===== src/rtl/wb_port_arbiter.sv =====
`default_nettype none
// ============================================================================
//  Module      : wb_port_arbiter
//  Description : Shares the single register-file write port between the
//                pipeline writeback stage and a multi-cycle unit (MDU).
//                MDU results are buffered in a small in-order FIFO.
//                Writeback normally wins arbitration. A FIFO head that has
//                lost STARVE_MAX times is then forced through, and the
//                writeback stage stalls for that cycle.
//                q_hit reports queued destinations so that decode can stall
//                on RAW/WAW hazards against results still in the FIFO.
//  Revision    : 1.0 - initial release
// ============================================================================
module wb_port_arbiter #(
    parameter int DEPTH      = 2,   // FIFO entries, 2 or 4
    parameter int STARVE_MAX = 4    // losses tolerated before head is forced
) (
    input  logic        clk,
    input  logic        rst_n,
    // pipeline writeback stage
    input  logic        wb_we,
    input  logic [4:0]  wb_rd,
    input  logic [31:0] wb_data,
    output logic        wb_stall,
    // multi-cycle unit result channel
    input  logic        mdu_valid,
    input  logic [4:0]  mdu_rd,
    input  logic [31:0] mdu_data,
    output logic        mdu_ready,
    // decode-stage hazard query
    input  logic [4:0]  q_rs1,
    input  logic [4:0]  q_rs2,
    input  logic [4:0]  q_rd,
    output logic        q_hit,
    // register-file write port
    output logic        rf_we,
    output logic [4:0]  rf_a3,
    output logic [31:0] rf_wd3
);

    localparam int PW = (DEPTH > 2) ? 2 : 1;
    localparam int SW = (STARVE_MAX < 2) ? 1 : $clog2(STARVE_MAX + 1);

    localparam logic [PW:0]   C_DEPTH      = DEPTH[PW:0];
    localparam logic [PW-1:0] C_LAST_PTR   = PW'(DEPTH - 1);
    localparam logic [SW-1:0] C_STARVE_MAX = STARVE_MAX[SW-1:0];

    // FIFO storage and control state
    logic [4:0]    r_rd_mem   [DEPTH];
    logic [31:0]   r_data_mem [DEPTH];
    logic [PW-1:0] r_head;
    logic [PW-1:0] r_tail;
    logic [PW:0]   r_count;
    logic [SW-1:0] r_starve;

    logic          w_wb_req;
    logic          w_head_valid;
    logic          w_grant_fifo;
    logic          w_grant_wb;
    logic          w_accept;
    logic          w_push;
    logic          w_pop;
    logic [PW-1:0] w_head_nxt;
    logic [PW-1:0] w_tail_nxt;
    logic          w_q_hit;

    // Requests are masked by reset so every output is quiet while rst_n is low.
    assign w_wb_req     = rst_n & wb_we & (wb_rd != 5'd0);
    assign w_head_valid = (r_count != '0);

    // Head wins if writeback is idle or the head has starved long enough.
    assign w_grant_fifo = w_head_valid & (~w_wb_req | (r_starve == C_STARVE_MAX));
    assign w_grant_wb   = w_wb_req & ~w_grant_fifo;

    // Ready depends only on occupancy: a full FIFO never accepts even if it
    // pops this cycle, so no combinational path from the pop to mdu_ready.
    assign mdu_ready = rst_n & (r_count < C_DEPTH);
    assign w_accept  = mdu_valid & mdu_ready;
    // Results targeting x0 are accepted but never stored.
    assign w_push    = w_accept & (mdu_rd != 5'd0);
    assign w_pop     = w_grant_fifo;

    assign w_head_nxt = (r_head == C_LAST_PTR) ? '0 : r_head + 1'b1;
    assign w_tail_nxt = (r_tail == C_LAST_PTR) ? '0 : r_tail + 1'b1;

    assign wb_stall = w_wb_req & w_grant_fifo;

    // Register-file write port mux; zero when nothing is granted.
    always_comb begin
        rf_we  = 1'b0;
        rf_a3  = 5'd0;
        rf_wd3 = 32'd0;
        if (w_grant_fifo) begin
            rf_we  = 1'b1;
            rf_a3  = r_rd_mem[r_head];
            rf_wd3 = r_data_mem[r_head];
        end else if (w_grant_wb) begin
            rf_we  = 1'b1;
            rf_a3  = wb_rd;
            rf_wd3 = wb_data;
        end
    end

    // Hazard lookup: a slot is live when its distance from head is below count.
    always_comb begin
        logic [PW-1:0] v_off;
        w_q_hit = 1'b0;
        for (int i = 0; i < DEPTH; i++) begin
            v_off = PW'(i) - r_head;
            if ({1'b0, v_off} < r_count) begin
                if (((q_rs1 != 5'd0) && (r_rd_mem[i] == q_rs1)) ||
                    ((q_rs2 != 5'd0) && (r_rd_mem[i] == q_rs2)) ||
                    ((q_rd  != 5'd0) && (r_rd_mem[i] == q_rd))) begin
                    w_q_hit = 1'b1;
                end
            end
        end
    end

    assign q_hit = rst_n & w_q_hit;

    // FIFO payload write; contents are only meaningful below count.
    always_ff @(posedge clk) begin
        if (w_push) begin
            r_rd_mem[r_tail]   <= mdu_rd;
            r_data_mem[r_tail] <= mdu_data;
        end
    end

    // Pointers and occupancy; reset empties the queue so nothing is replayed.
    always_ff @(posedge clk or negedge rst_n) begin
        if (!rst_n) begin
            r_head  <= '0;
            r_tail  <= '0;
            r_count <= '0;
        end else begin
            if (w_push) begin
                r_tail <= w_tail_nxt;
            end
            if (w_pop) begin
                r_head <= w_head_nxt;
            end
            if (w_push && !w_pop) begin
                r_count <= r_count + 1'b1;
            end else if (w_pop && !w_push) begin
                r_count <= r_count - 1'b1;
            end
        end
    end

    // Starvation counter: counts head losses, cleared on pop or when empty.
    always_ff @(posedge clk or negedge rst_n) begin
        if (!rst_n) begin
            r_starve <= '0;
        end else if (w_pop || !w_head_valid) begin
            r_starve <= '0;
        end else if (w_grant_wb && (r_starve != C_STARVE_MAX)) begin
            r_starve <= r_starve + 1'b1;
        end
    end

endmodule
`default_nettype wire

===== config.mk =====
export PLATFORM = sky130hd
export DESIGN_NAME = wb_port_arbiter
export DESIGN_NICKNAME = d
export VERILOG_FILES = /design/src/rtl/wb_port_arbiter.sv
export SDC_FILE = /design/constraint.sdc
export NUM_CORES = 1
export LEC_CHECK = 0
export BUFFER_PORTS_ARGS = -buffer_cell sky130_fd_sc_hd__buf_2
export CAP_MARGIN = 20
export CORE_MARGIN = 4
export CORE_UTILIZATION = 45
export CTS_CLUSTER_DIAMETER = 30
export DETAILED_ROUTE_END_ITERATION = 6
export PLACE_DENSITY = 0.82
export SKIP_LAST_GASP = 1
export SLEW_MARGIN = 10
export SYNTH_ARGS = -nofsm -noshare
export SYNTH_HDL_FRONTEND = slang
export SYNTH_SLANG_ARGS = --single-unit

===== constraint.sdc =====
create_clock -name clk -period 6.2 [get_ports clk]
set_clock_uncertainty 0.15 [all_clocks]
set_input_delay 0.31 -clock clk [delete_from_list [all_inputs] [get_ports clk]]
set_output_delay 0.31 -clock clk [all_outputs]
set_load 0.005 [all_outputs]

==> Flow_metrics.wiki <==
{| class="wikitable"
! Metric !! Value
|-
| Post-Synthesis Mean Instance Area || 13.2 sq um
|-
| Post-Syn Area || around 4000 sq um
|-
| Via density per instance || 5.40
|-
| Placeable Area || 8300 sq um
|-
| Floorplan die height || slightly above 100 microns
|-
| Final hold violation count || 0
|-
| Unrepaired setup endpoints after global routing || false
|-
| Data required time of the worst path || approximately 5.7 ns
|-
| CTS tree || yes
|-
| Diodes inserted || 0
|-
| Worst Path Class, Setup || input port to output port
|-
| IR Drop Worst-Case VDD || approximately 0.00021 V
|-
| Time the worst path needs with I/O delays and setup || 3.86 ns
|-
| Number of remaining DRC errors || 0
|-
| Largest buffer count on any clock path || 2
|-
| Vias in the first global route || around 3100
|-
| M2 GR Usage || 0.338
|-
| Post-CTS Setup Repair Bufs || 0
|-
| Post-synthesis net count || approximately 400
|-
| Wire length reported by the detailed router || roughly 10000 microns
|-
| Met1 track demand over resource in global routing || 0.222
|-
| ANT nets after route || 0
|-
| Number of violations of the max-capacitance limit || 0
|-
| Initial antenna violation count || 0
|-
| Total overflow reported by the global router || 0
|-
| Leakage Power || around 2.1 nW
|-
| Post-route clock period utilization || 0.623
|-
| Fraction of final layout cells sized beyond drive strength 1 || 0.353
|-
| Crit path max-delay cell type || sky130_fd_sc_hd__o21a_2
|-
| Endpoint class of the critical path || output port
|-
| H-tree depth reported by CTS || 3
|-
| Number of synthesis warnings || 0
|-
| Crit-path max FO || 66
|-
| Power density of the placed cells || ~320 nW/um^2
|-
| Maximum operating frequency || about 260 MHz
|-
| Outcome || complete, no violations
|-
| Busiest layer in global routing || met2
|-
| Clock slew at the register clock pins of the worst setup and hold paths || ~0.08 ns
|-
| Slew Limit Headroom || 0.404
|-
| Estimated wirelength of the detail-placed design || approximately 6300 microns
|-
| Ports placed on the boundary || approximately 130
|-
| Global-route wire length before repair || approximately 15000 microns
|-
| GRT Overall Usage || 0.194
|-
| Series of cell instances along the critical path || dlygate4sd3_1, buf_2, and2_1, o21a_2, a21o_2, buf_4, nand3_1, o21ai_1, buf_2
|-
| Cts bufs inserted || 9
|-
| Setup-failing EPs final || 0
|-
| Full die area || ~10000 sq um
|-
| Top library cells by usage in the layout, fill and taps aside || sky130_fd_sc_hd__buf_2 (133), sky130_fd_sc_hd__edfxtp_1 (74), sky130_fd_sc_hd__nand3_1 (43), sky130_fd_sc_hd__mux2i_1 (37), sky130_fd_sc_hd__dlygate4sd3_1 (34)
|-
| Sum of buffers and inverters on the critical path || 4
|-
| Growth of design area from synthesis to finish || 32.7%
|-
| Worst hold path type || input port to flop
|-
| Routability congestion estimate from global placement || 0.915
|-
| Clk sinks || 81
|-
| Number of instances in the synthesized netlist || about 300
|-
| Clk Latency, worst-skew pair || around 0.33 ns
|-
| Final Slew Violations || 0
|-
| Cell occurring most often along the worst timing path || sky130_fd_sc_hd__buf_2
|-
| Drt initial violations || 138
|-
| Critical Path AT || about 3.4 ns
|-
| Master cell of the clock root buffer || sky130_fd_sc_hd__clkbuf_8
|-
| Stage delay of the slowest cell on the critical path || 0.61 ns
|-
| DIE WIDTH || approximately 100 microns
|-
| Row count || 33
|-
| Startpoint class of the critical path || input port
|-
| Most common cell after layout, fill and taps aside || sky130_fd_sc_hd__buf_2
|-
| Total of buffers placed on input and output ports || between 100 and 150
|-
| Share of the yosys chip area belonging to registers || 0.615
|-
| Number of nets in the finished design || 555
|-
| Post-Route Setup TNS || 0 ns
|-
| Resize count post-CTS || 0
|-
| Largest net degree at the start of global routing || 67
|-
| Vias after detailed routing || 3071
|-
| Final hold slack || ~0.022 ns
|-
| Count of distinct cell types in the synthesized netlist || 30
|-
| Slew of the pin with the lowest slew margin || around 0.89 ns
|-
| Detailed-routing iteration count for the pre-antenna-repair pass || 4
|-
| Cell family with the largest share of critical-path delay || buffers and inverters
|-
| Wire per inst || 17.5 microns
|-
| Starting density of the core || 0.469
|-
| GR Layer Usage met3 || 0.0685
|-
| Number of synthesized register bits || 81
|}
## layout make-up
class	instances	area, sq um
well taps	105	131
flip-flops and latches	81	2400
repair buffers	170	1060
clock buffers	10	128
multi-input cells	193	1390
fillers	624	3130
inverters	4	15.0
clock inverters	6	50.0
## path summary, 6_finish.rpt
kind | start | endpoint | slack, ns | cells past startpoint
setup / recovery | rst_n | rf_wd3[13] | 2.34 | 9
hold / removal | mdu_data[31] | r_data_mem[1][31] | 0.02 | 1
setup reg to reg | r_count[1] | r_data_mem[1][23] | 3.85 | 4
hold reg to reg | r_starve[0] | r_starve[0] | 0.33 | 1
max in group asynchronous | rst_n | r_head | 5.51 | 2
min in group asynchronous | rst_n | r_count[1] | 0.20 | 2
## flip-flops by register name, indices dropped and copies added (netlist names)
signal      cells
r_rd_mem       10
r_data_mem     64
r_head          1
r_count         2
r_tail          1
r_starve        3
## cell families after synthesis
family | count (synthesis) | synth area share
flops | 81 | 0.615
mux | 37 | 0.0951
buf+inv | 22 | 0.0315
compound gates | 46 | 0.0694
xor+xnor | 35 | 0.0806
fa+ha+maj | 3 | 0.00964
simple gates | 72 | 0.0983
## report_power, final
part,total (mW),switching (mW),internal (mW)
Sequential,0.720,0.0557,0.664
Combinational,0.602,0.320,0.282
Clock,0.352,0.201,0.151
## worst register-to-register path, delay by kind of cell, from the launching register on
kind            cells  cell delay [ns]
flops               1             0.43
buf+inv             1             0.13
compound gates      1             0.25
simple gates        2             0.99
## Yosys cell counts
master	instances	share of area
sky130_fd_sc_hd__or4_1	5	0.0096
sky130_fd_sc_hd__nor4b_1	1	0.0022
sky130_fd_sc_hd__a21o_1	2	0.0039
sky130_fd_sc_hd__mux2i_1	37	0.095
sky130_fd_sc_hd__o21ai_1	13	0.017
sky130_fd_sc_hd__nand2_1	2	0.0019
sky130_fd_sc_hd__nor2_1	7	0.0067
sky130_fd_sc_hd__xnor2_2	1	0.0042
sky130_fd_sc_hd__buf_2	2	0.0026
sky130_fd_sc_hd__clkbuf_1	8	0.0077
sky130_fd_sc_hd__o21ai_0	20	0.026
sky130_fd_sc_hd__nor4_1	6	0.0096
sky130_fd_sc_hd__dfrtp_1	7	0.045
sky130_fd_sc_hd__o21ai_2	7	0.016
sky130_fd_sc_hd__a21oi_1	1	0.0013
sky130_fd_sc_hd__nand3_1	43	0.055
sky130_fd_sc_hd__o311ai_0	1	0.0022
sky130_fd_sc_hd__ha_1	3	0.0096
sky130_fd_sc_hd__buf_6	5	0.014
sky130_fd_sc_hd__edfxtp_1	74	0.57
sky130_fd_sc_hd__o21a_1	1	0.0019
sky130_fd_sc_hd__o211ai_1	1	0.0019
sky130_fd_sc_hd__buf_1	3	0.0029
sky130_fd_sc_hd__nor3_1	3	0.0039
sky130_fd_sc_hd__and2_1	2	0.0032
sky130_fd_sc_hd__xnor2_1	20	0.045
sky130_fd_sc_hd__nor2b_1	2	0.0032
sky130_fd_sc_hd__inv_1	4	0.0039
sky130_fd_sc_hd__and4b_1	1	0.0026
sky130_fd_sc_hd__xor2_1	14	0.031
## per-stage QoR
step	utilization	std cells	instance area, sq um	power, mW	setup slack (ns)
after global placement	0.555	517	4600	1.28	2.65
after CTS	0.603	554	5000	1.66	1.87
after detailed placement	0.557	518	4620	1.30	2.42
after global routing	0.623	569	5170	1.78	2.03
after floorplan	-	296	3890	1.10	3.29
final	0.623	569	5170	1.67	2.34
## layer usage
layer  up-vias  part of all wire
met4         0             0.024
met2       159              0.50
met5         -                 0
met3        21              0.10
met1      1447              0.37
li1       1444                 -
## timing repair
| item | CTS | global route |
|---|---|---|
| hold buffers | 20 | 14 |
| hold endpoints to repair | 45 | 26 |
| endpoints found under the setup margin | 0 | 0 |
No activity file was read; power rests on OpenSTA's default activity.
